**config.mk**
```make
export PLATFORM = sky130hd
export DESIGN_NAME = fifo_rd_stream
export DESIGN_NICKNAME = d
export VERILOG_FILES = /design/src/rtl/fifo_rd_stream.sv
export SDC_FILE = /design/constraint.sdc
export NUM_CORES = 1
export LEC_CHECK = 0
export ABC_AREA = 1
export BUFFER_PORTS_ARGS = -buffer_cell sky130_fd_sc_hd__buf_2
export CAP_MARGIN = 20
export CORE_MARGIN = 2
export CORE_UTILIZATION = 30
export DETAILED_ROUTE_END_ITERATION = 8
export GPL_ROUTABILITY_DRIVEN = 0
export MAX_ROUTING_LAYER = met4
export PLACE_DENSITY_LB_ADDON = 0.05
export RECOVER_POWER = 50
export SYNTH_ARGS = -nofsm -noshare
export SYNTH_HDL_FRONTEND = slang
export SYNTH_SLANG_ARGS = --single-unit
```
**constraint.sdc**
```tcl
create_clock -name rclk -period 2.5 [get_ports rclk]
set_input_delay 0.125 -clock rclk [delete_from_list [all_inputs] [get_ports rclk]]
set_output_delay 0.125 -clock rclk [all_outputs]
set_load 0.05 [all_outputs]
```
**src/rtl/fifo_rd_stream.sv**
```systemverilog
// -----------------------------------------------------------------------------
// fifo_rd_stream
//
// Read-side drain engine for the dual-clock FIFO. Lives entirely in the read
// clock domain. It pops words from a first-word-fall-through FIFO head and
// presents them on an AXI4-Stream master. A 2-entry buffer (output register
// plus skid register) sits between the FIFO and the stream. Words are framed
// into packets of pkt_len beats, and m_axis_tlast marks the final beat.
//
// Optional feature macro: FIFO_RD_STREAM_STAT_EN
//   When defined, the pkt_cnt output exists. It counts completed packets,
//   meaning transfers with tlast=1, and wraps modulo 2^CSIZE.
//
// Ports:
//   rclk           in   read-domain clock (only clock)
//   rrst_n         in   synchronous active-low reset
//   rdata          in   FIFO head word, valid while rempty=0
//   rempty         in   FIFO empty flag
//   rinc           out  FIFO pop strobe, one word per cycle while high
//   pkt_len        in   beats per packet (0 behaves as 1)
//   m_axis_tdata   out  stream data
//   m_axis_tvalid  out  stream valid
//   m_axis_tready  in   stream ready
//   m_axis_tlast   out  last beat of packet
//   pkt_cnt        out  completed-packet count (FIFO_RD_STREAM_STAT_EN only)
//
// Handshake: a beat moves when m_axis_tvalid and m_axis_tready are both high
// at a rising rclk edge. While tvalid=1 and tready=0, tdata and tlast hold.
// tvalid never depends on tready. The FIFO side pops whenever the buffer has
// room, independent of tready.
// -----------------------------------------------------------------------------
module fifo_rd_stream #(
    parameter int DSIZE = 32,
    parameter int LSIZE = 16,
    parameter int CSIZE = 32
) (
    input  logic             rclk,
    input  logic             rrst_n,
    input  logic [DSIZE-1:0] rdata,
    input  logic             rempty,
    output logic             rinc,
    input  logic [LSIZE-1:0] pkt_len,
    output logic [DSIZE-1:0] m_axis_tdata,
    output logic             m_axis_tvalid,
    input  logic             m_axis_tready,
    output logic             m_axis_tlast
`ifdef FIFO_RD_STREAM_STAT_EN
    ,
    output logic [CSIZE-1:0] pkt_cnt
`endif
);

    typedef enum logic [1:0] {
        S_EMPTY = 2'd0,
        S_ONE   = 2'd1,
        S_TWO   = 2'd2
    } occ_t;

    occ_t             r_occ;
    occ_t             w_occ_nxt;

    logic [DSIZE-1:0] r_out_data;
    logic             r_out_last;
    logic [DSIZE-1:0] r_skid_data;
    logic             r_skid_last;
    logic [LSIZE-1:0] r_beat;
    logic [LSIZE-1:0] r_len;

    logic             w_pop;
    logic             w_xfer;
    logic             w_load_out;
    logic             w_load_skid;
    logic             w_skid_to_out;
    logic [LSIZE-1:0] w_len_new;
    logic [LSIZE-1:0] w_len_cur;
    logic             w_last;

    // Pop depends only on registered occupancy and rempty. It never depends
    // on tready, so no combinational path runs from downstream to the FIFO.
    assign w_pop  = rrst_n & ~rempty & (r_occ != S_TWO);
    assign rinc   = w_pop;

    assign w_xfer = (r_occ != S_EMPTY) & m_axis_tready;

    // The length is latched at the first pop of a packet. A pkt_len change
    // in mid-packet therefore only affects the next packet.
    assign w_len_new = (pkt_len == '0) ? LSIZE'(1) : pkt_len;
    assign w_len_cur = (r_beat == '0) ? w_len_new : r_len;
    assign w_last    = (r_beat == (w_len_cur - LSIZE'(1)));

    // The output register is free when it is empty, or when it holds one
    // word that leaves this cycle. In that case the new word overwrites it
    // directly, which gives 1 beat per clock with no bubble.
    assign w_load_out    = w_pop & ((r_occ == S_EMPTY) | ((r_occ == S_ONE) & w_xfer));
    assign w_load_skid   = w_pop & ~w_load_out;
    assign w_skid_to_out = (r_occ == S_TWO) & w_xfer;

    // Occupancy state register
    always_ff @(posedge rclk) begin
        if (!rrst_n) begin
            r_occ <= S_EMPTY;
        end else begin
            r_occ <= w_occ_nxt;
        end
    end

    // Occupancy next-state
    always_comb begin
        w_occ_nxt = r_occ;
        case (r_occ)
            S_EMPTY: begin
                if (w_pop) w_occ_nxt = S_ONE;
            end
            S_ONE: begin
                if (w_pop && !w_xfer)      w_occ_nxt = S_TWO;
                else if (!w_pop && w_xfer) w_occ_nxt = S_EMPTY;
            end
            S_TWO: begin
                if (w_xfer) w_occ_nxt = S_ONE;
            end
            default: w_occ_nxt = S_EMPTY;
        endcase
    end

    // Buffer datapath
    always_ff @(posedge rclk) begin
        if (!rrst_n) begin
            r_out_data  <= '0;
            r_out_last  <= 1'b0;
            r_skid_data <= '0;
            r_skid_last <= 1'b0;
        end else begin
            if (w_load_out) begin
                r_out_data <= rdata;
                r_out_last <= w_last;
            end else if (w_skid_to_out) begin
                r_out_data <= r_skid_data;
                r_out_last <= r_skid_last;
            end
            if (w_load_skid) begin
                r_skid_data <= rdata;
                r_skid_last <= w_last;
            end
        end
    end

    // Beat counter counts pops, not transfers. The last bit is attached to
    // the word as it enters the buffer.
    always_ff @(posedge rclk) begin
        if (!rrst_n) begin
            r_beat <= '0;
            r_len  <= '0;
        end else if (w_pop) begin
            if (r_beat == '0) r_len <= w_len_new;
            if (w_last) r_beat <= '0;
            else        r_beat <= r_beat + LSIZE'(1);
        end
    end

    assign m_axis_tvalid = (r_occ != S_EMPTY);
    assign m_axis_tdata  = r_out_data;
    assign m_axis_tlast  = r_out_last;

`ifdef FIFO_RD_STREAM_STAT_EN
    logic [CSIZE-1:0] r_pkt_cnt;

    always_ff @(posedge rclk) begin
        if (!rrst_n) begin
            r_pkt_cnt <= '0;
        end else if (w_xfer && r_out_last) begin
            r_pkt_cnt <= r_pkt_cnt + CSIZE'(1);
        end
    end

    assign pkt_cnt = r_pkt_cnt;
`endif

endmodule

```
==> impl_metrics.py, run 1 <==
metrics = {
    "run_status": {
        "status": "complete, but fails checks",
        "violations": "setup timing",
    },
    "synthesis": {
        "synth_ff_type": "dfxtp_1",
        "yosysTopAreaCell": "dfxtp_1",
        "ys_warn_count": 0,
        "syn-instance-count": 792,
        "avgSynthCellArea_um2": 6.60,
        "async_reset_ff_share_pct": 0,
        "ys_seq_area_share_pct": 38.3,
        "synth_nets": 847,
        "synth-edff-count": 0,
        "yosysUniqueCellTypes": 34,
        "yosysTopAreaCellShare_pct": 38.3,
        "syn_area_um2": 5230,
        "ys_seq_elements": 100,
        "ys_top_cells_by_area": "dfxtp_1 38%, nand2_1 16%, nor2_1 9.7%, o21ai_0 5.1%, a31oi_1 4.7%",
    },
    "routing": {
        "route.detailed.vias_per_inst": 4.66,
        "wl_um": 16500,
        "drtPass1Iterations": 8,
        "drtIter0Drc": 212,
        "drc": 0,
        "wl_per_cell_um": 13.8,
        "ant_nets": 0,
        "num_vias": 5610,
    },
    "global_routing": {
        "grt_max_degree": 53,
        "grt_antenna_before_repair": 0,
        "grt_pass1_vias": 5434,
        "grt_pass1_wl_um": 27300,
        "track_usage_pct": 19.2,
        "overflow": 0,
    },
    "floorplan": {
        "core_area_um2": 17200,
        "placementRows": 48,
        "io_pins": 87,
        "fp.dieW_um": 136,
        "die_area_um2": 18500,
        "initial_utilization_pct": 30.4,
        "die_h_um": 136,
    },
    "worst_setup_path": {
        "worstSetupEndpoint": "r_beat[2]",
        "crit_path_end_kind": "flip-flop",
        "r2r_slack_ns": -0.24,
        "critPathKind": "reg2reg",
        "r2r_cells": 20,
        "cp.arrival_ns": 2.99,
        "r2r-end": "r_beat[2]",
        "path_max_fanout": 6,
        "startpoint": "r_beat[0]",
        "required_ns": 2.75,
        "critPathLaunchType": "flip-flop",
        "r2r-start": "r_beat[0]",
    },
    "timing": {
        "fin_skew_ns": 0.0122,
        "hold_violations": 0,
        "finalCriticalPeriod_ns": 2.74,
        "layout_setup_ws_ns": -0.238,
        "slew_violations": 0,
        "slew_headroom_pct": 39.9,
        "rsz0062_at_grt": "true",
        "worstMarginPinSlew_ns": 0.902,
        "hold_slack_ns": 0.00997,
        "finalSetupTns_ns": -3.13,
        "finalCritPeriodShare_pct": 110,
        "setup_viol": 18,
        "clock.fmax_mhz": 365,
    },
    "cells_and_area": {
        "multiInputGateArea_um2": 3250,
        "syn_to_final_growth_pct": 41.7,
        "nNetsFinal": 1028,
        "diodes": 0,
        "regArea_um2": 2020,
        "drive_above_1_share_pct": 32.0,
        "final_cell_mix": "199 x nand2_1, 108 x nor2_1, 100 x buf_4",
        "final_common_cell": "nand2_1",
        "nFillCells": 1840,
    },
    "power_and_ir_drop": {
        "p_leak_uw": 0.00328,
        "power_per_cell_area_nw_per_um2": 553,
        "ir_drop_mv": 0.313,
    },
    "job": {
        "max_cap_viol_count": 0,
    },
    "cts": {
        "clk_pin_slew_worst_paths_ns": 0.07,
        "htree_levels": 3,
        "cts_buffers": 9,
        "cts_tree": "done",
        "cts_sinks": 100,
        "insertion_delay_ns": 0.36,
        "clock_path_buffers": 2,
        "clockRootBuffer": "clkbuf_16",
    },
    "placement": {
        "io_buffer_count": 86,
        "dp_hpwl_um": 12000,
    },
    "min_path": {
        "hp-class": "in2reg",
    },
}
worst min path at each step:
stage	startpoint	slack (ns)	endpoint	cells past startpoint
floorplan	m_axis_tready	0.20	r_occ[1]	1
global placement	m_axis_tready	0.33	r_occ[1]	2
detailed placement	m_axis_tready	0.32	r_occ[1]	2
CTS	rdata[18]	0.001	r_skid_data[18]	3
global route	rdata[9]	0.01	r_skid_data[9]	3
finish	rdata[30]	0.01	r_skid_data[30]	3
flip-flops by register name, indices dropped and copies added (netlist names):
| register | count |
|---|---|
| r_skid_last | 1 |
| m_axis_tdata | 32 |
| r_occ | 2 |
| m_axis_tlast | 1 |
| r_skid_data | 32 |
| r_len | 16 |
| r_beat | 16 |
metrics by stage:
stage	total power, uW	instances	instance area, um^2	util, %	setup slack (ns)
6_report	4100	1203	7410	43.2	-0.238
5_1_grt	4330	1203	7410	43.2	-0.447
4_1_cts	4140	1200	7360	42.8	-0.169
3_5_place_dp	2590	1156	6470	37.7	-0.374
3_3_place_gp	2590	1156	6470	37.7	-0.418
2_1_floorplan	2260	792	5250	-	0.00460
layout make-up:
class	count	area share (%)
inverters	60	3.04
well taps	225	3.80
clock inverters	6	0.760
clock buffers	10	3.09
flip-flops and latches	100	27.2
repair buffers	203	18.2
multi-input cells	599	43.9
power by group:
| part | total, uW | internal, uW | switching [uW] |
|---|---|---|---|
| combinational | 1020 | 417 | 608 |
| clock | 1370 | 696 | 678 |
| sequential | 1700 | 1660 | 40.0 |
| total | 4100 | 2770 | 1330 |
cell usage after synthesis, types with 2 or more instances:
cell type	n
nor3_2	2
nand3b_1	4
nor2_4	5
nand4_1	2
nand3_1	48
buf_6	2
buf_4	2
clkbuf_1	27
inv_1	48
nor3_1	5
a21oi_1	10
xor2_1	21
nand2_2	25
nand2_1	222
nand2_4	2
inv_2	12
o21ai_0	53
o21bai_1	2
nor3b_1	4
nand3_2	2
ha_1	3
a31oi_1	39
nor2_2	6
nor2_1	135
o21ai_1	3
dfxtp_1	100
worst max-delay path, cell delays in order, from the launching register on:
cell and delay (ns):
dfxtp_2 0.33, inv_2 0.05, ha_4 0.16, nand2_4 0.06
nor2_4 0.04, buf_6 0.12, buf_4 0.14, buf_16 0.13
nand3_4 0.07, nand2_4 0.07, nor2_4 0.11, nand2_2 0.07
nor2_4 0.18, nand2_2 0.08, xor2_1 0.20, nand3_1 0.12
nor2_1 0.14, nand4_1 0.22, buf_6 0.22, nand2_2 0.05
inv_1 0.03
logic make-up (layout without fill, tap and decap cells):
kind of cell             count (synthesis)  in the layout  synth area share [%]
AO/OA/AOI/OAI                          111            111                  11.9
adder cells (fa/ha/maj)                  3              3                 0.718
buffers and inverters                   93            279                  7.13
flip-flops                             100            100                  38.3
AND/OR/NAND/NOR                        464            464                  38.5
XOR/XNOR                                21             21                  3.52
metal layers:
| layer | part of all wire (%) | track usage, % | vias to the layer above |
|---|---|---|---|
| met3 | 3.9 | 2.87 | 20 |
| li1 | - | - | 2897 |
| met2 | 50 | 32.6 | 116 |
| met1 | 44 | 23.4 | 2577 |
| met5 | 0 | - | - |
| met4 | 1.8 | 6.54 | 0 |
what timing repair did:
action                                  4_1_cts  5_1_grt
cloned                                        2        0
endpoints found under the hold margin         5        0
hold buffers                                  5        0
gates resized for setup                      99       24
buffers inserted                             21        4
pin swaps                                    51       35
endpoints found under the setup margin       18       18
Power figures use the tool's default switching activity.
==> run 2: changes to the inputs <==
ABC_AREA = default   (was 1)
==> run 2 against run 1 <==
Effect of this change: the run still ends with setup timing left; via count decreased by 1.4%; clock skew decreased by 0.0050 ns; global-route usage about the same; total power increased by 7.3%; setup slack got worse by 1.2 ns; critical path depth unchanged; critical path type unchanged; critical endpoint is now r_beat[0]; largest power group unchanged.
==> impl_metrics.py, run 2 <==
metrics = {
    "synthesis": {
        "synth_ff_type": "dfxtp_1",
        "synth-edff-count": 0,
        "syn-instance-count": 683,
        "yosysTopAreaCellShare_pct": 36.7,
        "ys_top_cells_by_area": "dfxtp_1 37%, nand2_1 9.2%, nand3_1 9.0%, o211a_1 6.0%, xnor2_1 3.4%",
        "synthMostInstantiatedCell": "nand2_1",
        "synth_nets": 738,
        "ys_seq_area_share_pct": 36.7,
        "avgSynthCellArea_um2": 7.99,
        "async_reset_ff_share_pct": 0,
        "ys_warn_count": 0,
        "yosysTopAreaCell": "dfxtp_1",
        "synthTopCellsByCount": "134 x nand2_1, 100 x dfxtp_1, 98 x nand3_1",
        "ys_seq_elements": 100,
        "yosysUniqueCellTypes": 64,
        "syn_area_um2": 5460,
    },
    "cells_and_area": {
        "nNetsFinal": 906,
        "drive_above_1_share_pct": 26.9,
        "diodes": 0,
        "multiInputGateArea_um2": 3320,
        "syn_to_final_growth_pct": 34.2,
        "final_util_pct": 40.9,
        "regArea_um2": 2000,
        "final_cell_count_no_fill": 1085,
        "final_cell_mix": "134 x nand2_1, 105 x buf_4, 98 x nand3_1, 98 x dfxtp_1, 52 x buf_2",
        "final_cell_area_um2": 7330,
        "final_common_cell": "nand2_1",
        "nFillCells": 1876,
    },
    "cts": {
        "clockRootBuffer": "clkbuf_16",
        "clk_pin_slew_worst_paths_ns": 0.08,
        "clock_path_buffers": 2,
        "cts_tree": "done",
        "insertion_delay_ns": 0.36,
        "htree_levels": 3,
        "cts_buffers": 9,
        "cts_sinks": 100,
    },
    "global_routing": {
        "grt_pass1_vias": 5533,
        "grt_pass1_wl_um": 29200,
        "grt_antenna_before_repair": 0,
        "grt_max_degree": 88,
        "overflow": 0,
        "track_usage_pct": 19.3,
    },
    "timing": {
        "worstMarginPinSlew_ns": 0.905,
        "finalSetupTns_ns": -24.76,
        "slew_violations": 0,
        "finalCritPeriodShare_pct": 157,
        "finalCriticalPeriod_ns": 3.92,
        "setup_viol": 18,
        "rsz0062_at_grt": "true",
        "slew_headroom_pct": 39.7,
        "hold_violations": 0,
        "fin_skew_ns": 0.00727,
        "layout_setup_ws_ns": -1.42,
        "clock.fmax_mhz": 255,
    },
    "routing": {
        "num_vias": 5534,
        "drtIter0Drc": 306,
        "wl_per_cell_um": 16.7,
        "drc": 0,
        "wl_um": 18100,
        "drtPass1Iterations": 5,
        "route.detailed.vias_per_inst": 5.10,
        "ant_nets": 0,
    },
    "run_status": {
        "status": "complete, but fails checks",
        "violations": "setup timing",
    },
    "worst_setup_path": {
        "path_cells": "inv_2, ha_4, nor4b_4, buf_4, nand4_4, a211o_1, o21ai_2, ha_2, buf_6, or4b_4, buf_6, nor3_4, xnor2_1, mux2i_1, xnor2_1, nand3_1, o41ai_4, buf_4, clkbuf_16, nor2_2",
        "critPathLaunchType": "flip-flop",
        "required_ns": 2.75,
        "critPathKind": "reg2reg",
        "cp.arrival_ns": 4.16,
        "r2r_cells": 20,
        "crit_path_end_kind": "flip-flop",
        "path_max_fanout": 7,
        "slowest_stage": "or4b_4",
        "cpPeakStageDelay_ns": 0.48,
    },
    "floorplan": {
        "core_area_um2": 17900,
        "die_area_um2": 19300,
        "initial_utilization_pct": 30.5,
        "placementRows": 49,
        "fp.dieW_um": 139,
        "die_h_um": 139,
        "io_pins": 87,
    },
    "power_and_ir_drop": {
        "ir_drop_mv": 0.342,
        "power_per_cell_area_nw_per_um2": 600,
        "p_leak_uw": 0.00325,
    },
    "placement": {
        "dp_hpwl_um": 12700,
        "io_buffer_count": 86,
        "place_area_um2": 6790,
        "detailedPlace.worstSlack_ns": -1.50,
        "place_inst": 1050,
    },
    "min_path": {
        "holdPathStages": 3,
        "hp-class": "in2reg",
    },
    "job": {
        "max_cap_viol_count": 0,
    },
}
run 2: cell count changes after synthesis, moves of 38 or more:
| cell | change |
|---|---|
| a31oi_1 | -38 |
| nand3_1 | +50 |
| o21ai_0 | -44 |
| nor2_1 | -106 |
| nand2_1 | -88 |
| inv_1 | -39 |
run 2: final timing paths:
path | startpoint | end | slack [ns]
min reg2reg | r_skid_data[5] | r_skid_data[5] | 0.46
max reg2reg | r_beat[0] | r_beat[0] | -1.42
min | rdata[2] | r_skid_data[2] | 0.01
max | r_beat[0] | r_beat[0] | -1.42
run 2: per-layer routing:
metal / GRT usage, % / vias up / wire, um
met5: - / - / 0
met4: 5.90 / 0 / 400
met3: 3.83 / 28 / 667
met2: 33.6 / 103 / 9080
met1: 22.4 / 2662 / 7930
li1: - / 2741 / -
run 2: critical path: cells and delay by family (launching register included):
family / cells / cell delay [ns]
buf+inv: 6 / 0.83
fa+ha+maj: 2 / 0.35
mux: 1 / 0.26
compound gates: 3 / 0.69
flops: 1 / 0.32
xor+xnor: 2 / 0.29
simple gates: 6 / 1.07
run 2: final cells by class:
class / count / share of cell area [%]
tap: 229 / 3.91
multi-input combinational: 523 / 45.3
clock inverter: 6 / 1.13
timing repair buffer: 207 / 18.5
clock buffer: 10 / 3.26
sequential: 100 / 27.4
inverter: 10 / 0.512
run 2: per-stage QoR:
| step | hold WS (ns) | total power [uW] |
|---|---|---|
| 2_1_floorplan | 0.231 | 2420 |
| 3_3_place_gp | 0.378 | 2840 |
| 3_5_place_dp | 0.384 | 2840 |
| 4_1_cts | 0.00134 | 4450 |
| 5_1_grt | 0.00994 | 4620 |
| 6_report | 0.0107 | 4400 |
run 2: cell families after synthesis:
family	share of synthesized area, %
XOR/XNOR	5.45
AND/OR/NAND/NOR	33.6
flip-flops	36.7
multiplexers	2.22
AO/OA/AOI/OAI	16.7
buffers and inverters	4.67
adder cells (fa/ha/maj)	0.688
run 2: power breakdown:
part | switching [uW] | leakage, uW | internal, uW
Clock | 698 | 0.000154 | 826
Combinational | 662 | 0.00228 | 484
Sequential | 55.2 | 0.000816 | 1670
run 2: repair_timing:
| item | CTS | global route |
|---|---|---|
| gates resized for setup | 12 | 10 |
| gates cloned | 0 | 1 |
| endpoints found under the hold margin | 6 | 0 |
| pin swaps | 13 | 13 |
| hold buffers | 6 | 0 |
| buffers inserted | 10 | 4 |
| endpoints found under the setup margin | 18 | 18 |
==> run 3: changes to the inputs <==
CORE_UTILIZATION = 52   (was 30)
==> run 3 against run 2 <==
Effect of this change: highest routed layer unchanged; sequential share of layout area up 0.77 points; wire length down 11%; total power down 12%; clock power is 37% lower; count of clock-buffer cells in the layout is 3 higher; cell area is 2.7% lower; register-to-register slack lost 0.07 ns; non-clock buffer count stayed put; critical path depth down 6; the run still ends with setup timing left.
==> impl_metrics.py, run 3 (synthesis results as in run 2) <==
metrics = {
    "run_status": {
        "status": "complete, but fails checks",
        "violations": "setup timing",
    },
    "cts": {
        "cts_sinks": 100,
        "clock_path_buffers": 2,
        "cts_tree": "done",
        "clockRootBuffer": "clkbuf_8",
        "htree_levels": 3,
        "clk_pin_slew_worst_paths_ns": 0.09,
        "cts_buffers": 9,
        "insertion_delay_ns": 0.37,
    },
    "floorplan": {
        "fp.dieW_um": 106,
        "core_area_um2": 10300,
        "io_pins": 87,
        "initial_utilization_pct": 53.1,
        "placementRows": 37,
        "die_h_um": 106,
        "die_area_um2": 11300,
    },
    "power_and_ir_drop": {
        "p_seq_share_pct": 44.8,
        "power_per_cell_area_nw_per_um2": 541,
        "switching_power_uw": 1270,
        "p_leak_uw": 0.00317,
        "switching_share_pct": 32.9,
        "p_comb_share_pct": 30.4,
        "ir_drop_mv": 0.377,
        "p_int_uw": 2590,
        "p_clk_share_pct": 24.8,
        "p_total_uw": 3850,
    },
    "worst_setup_path": {
        "r2r-start": "r_beat[11]",
        "required_ns": 2.76,
        "critPathLaunchType": "flip-flop",
        "cp.arrival_ns": 4.25,
        "critPathKind": "reg2reg",
        "crit_path_end_kind": "flip-flop",
        "startpoint": "r_beat[11]",
        "r2r_cells": 14,
        "path_max_fanout": 7,
    },
    "routing": {
        "ant_nets": 0,
        "drtIter0Drc": 281,
        "wl_um": 16100,
        "wl_per_cell_um": 16.3,
        "num_vias": 5723,
        "drtPass1Iterations": 5,
        "route.detailed.vias_per_inst": 5.78,
        "drc": 0,
    },
    "cells_and_area": {
        "nFillCells": 896,
        "final_common_cell": "nand2_1",
        "multiInputGateArea_um2": 3370,
        "syn_to_final_growth_pct": 30.5,
        "drive_above_1_share_pct": 26.1,
        "diodes": 0,
        "final_cell_area_um2": 7120,
        "regArea_um2": 2000,
        "final_cell_mix": "134 x nand2_1, 100 x buf_4, 98 x nand3_1, 98 x dfxtp_1, 52 x buf_2",
        "nNetsFinal": 906,
    },
    "timing": {
        "rsz0062_at_grt": "true",
        "hold_slack_ns": 0.00879,
        "worstMarginPinSlew_ns": 0.856,
        "finalCriticalPeriod_ns": 3.98,
        "layout_setup_ws_ns": -1.48,
        "finalSetupTns_ns": -25.94,
        "finalCritPeriodShare_pct": 159,
        "hold_violations": 0,
        "slew_violations": 0,
        "fin_skew_ns": 0.00751,
        "setup_viol": 18,
        "slew_headroom_pct": 43.0,
        "clock.fmax_mhz": 251,
    },
    "global_routing": {
        "grt_max_degree": 88,
        "grt_antenna_before_repair": 0,
        "track_usage_pct": 29.4,
        "grt_pass1_wl_um": 26200,
        "grt_pass1_vias": 5441,
        "overflow": 0,
    },
    "min_path": {
        "holdPathStages": 3,
        "min_from": "rdata[22]",
        "hp-class": "in2reg",
    },
    "placement": {
        "dp_hpwl_um": 11400,
        "place_area_um2": 6610,
        "io_buffer_count": 86,
    },
    "job": {
        "max_cap_viol_count": 0,
    },
}
run 3: cell types whose count changed in the layout (fill, tap and decap cells not counted), sizes merged:
cell / change
dlygate4sd3: +9
clkinv: -1
inv: -2
clkinvlp: -1
bufinv: -1
buf: -6
run 3: worst max-delay path, cell delays in order (launching register included):
cell and delay [ns]:
dfxtp_1 0.36, nor4_4 0.44, and4_4 0.33, mux2i_4 0.28, ha_4 0.19, or4b_4 0.50
nor2_4 0.13, buf_6 0.11, or3_4 0.12, o2111ai_4 0.12, or4_4 0.58, o41ai_4 0.32
buf_4 0.20, clkbuf_16 0.16, nor2_2 0.04
run 3: repair_timing:
action / in CTS / in global routing
gates resized for setup: 10 / 18
endpoints found under the hold margin: 16 / 0
endpoints found under the setup margin: 18 / 18
pin swaps: 8 / 16
hold buffers: 15 / 0
setup buffers: 7 / 4
gates cloned: 0 / 1
run 3: metrics by stage:
stage,std cells,util (%),worst slack [ns]
floorplan,683,-,-1.62
detailed placement,950,64.3,-1.53
global placement,950,64.3,-1.37
CTS,986,68.4,-1.46
global route,990,69.3,-1.59
finish,990,69.3,-1.48
run 3: cell type report:
class	instances	area share (%)
clock buffer	13	2.23
tap	136	2.39
sequential	100	28.1
inverter	10	0.527
multi-input combinational	523	47.3
clock inverter	1	0.123
timing repair buffer	207	19.3
run 3: routing by layer:
| metal | up-vias | global-route usage, % | part of all wire (%) |
|---|---|---|---|
| met5 | - | - | 0 |
| met4 | 0 | 16.0 | 4.8 |
| met3 | 53 | 3.68 | 5.0 |
| met2 | 192 | 48.1 | 48 |
| met1 | 2737 | 35.4 | 42 |
| li1 | 2741 | - | - |
run 3: path summary, 6_finish.rpt:
| kind | to | slack [ns] |
|---|---|---|
| worst max-delay path | r_beat[8] | -1.48 |
| worst min-delay path | r_skid_data[22] | 0.009 |
| worst max register to register | r_beat[8] | -1.48 |
| worst min register to register | r_skid_data[29] | 0.46 |
run 3: power by group through the flow:
stage / sequential (uW) / combinational (uW) / clock, uW
floorplan: 1890 / 524 / 0
global placement: 1760 / 1040 / 0
detailed placement: 1760 / 1060 / 0
CTS: 1720 / 1100 / 967
global route: 1740 / 1260 / 1030
finish: 1730 / 1170 / 957
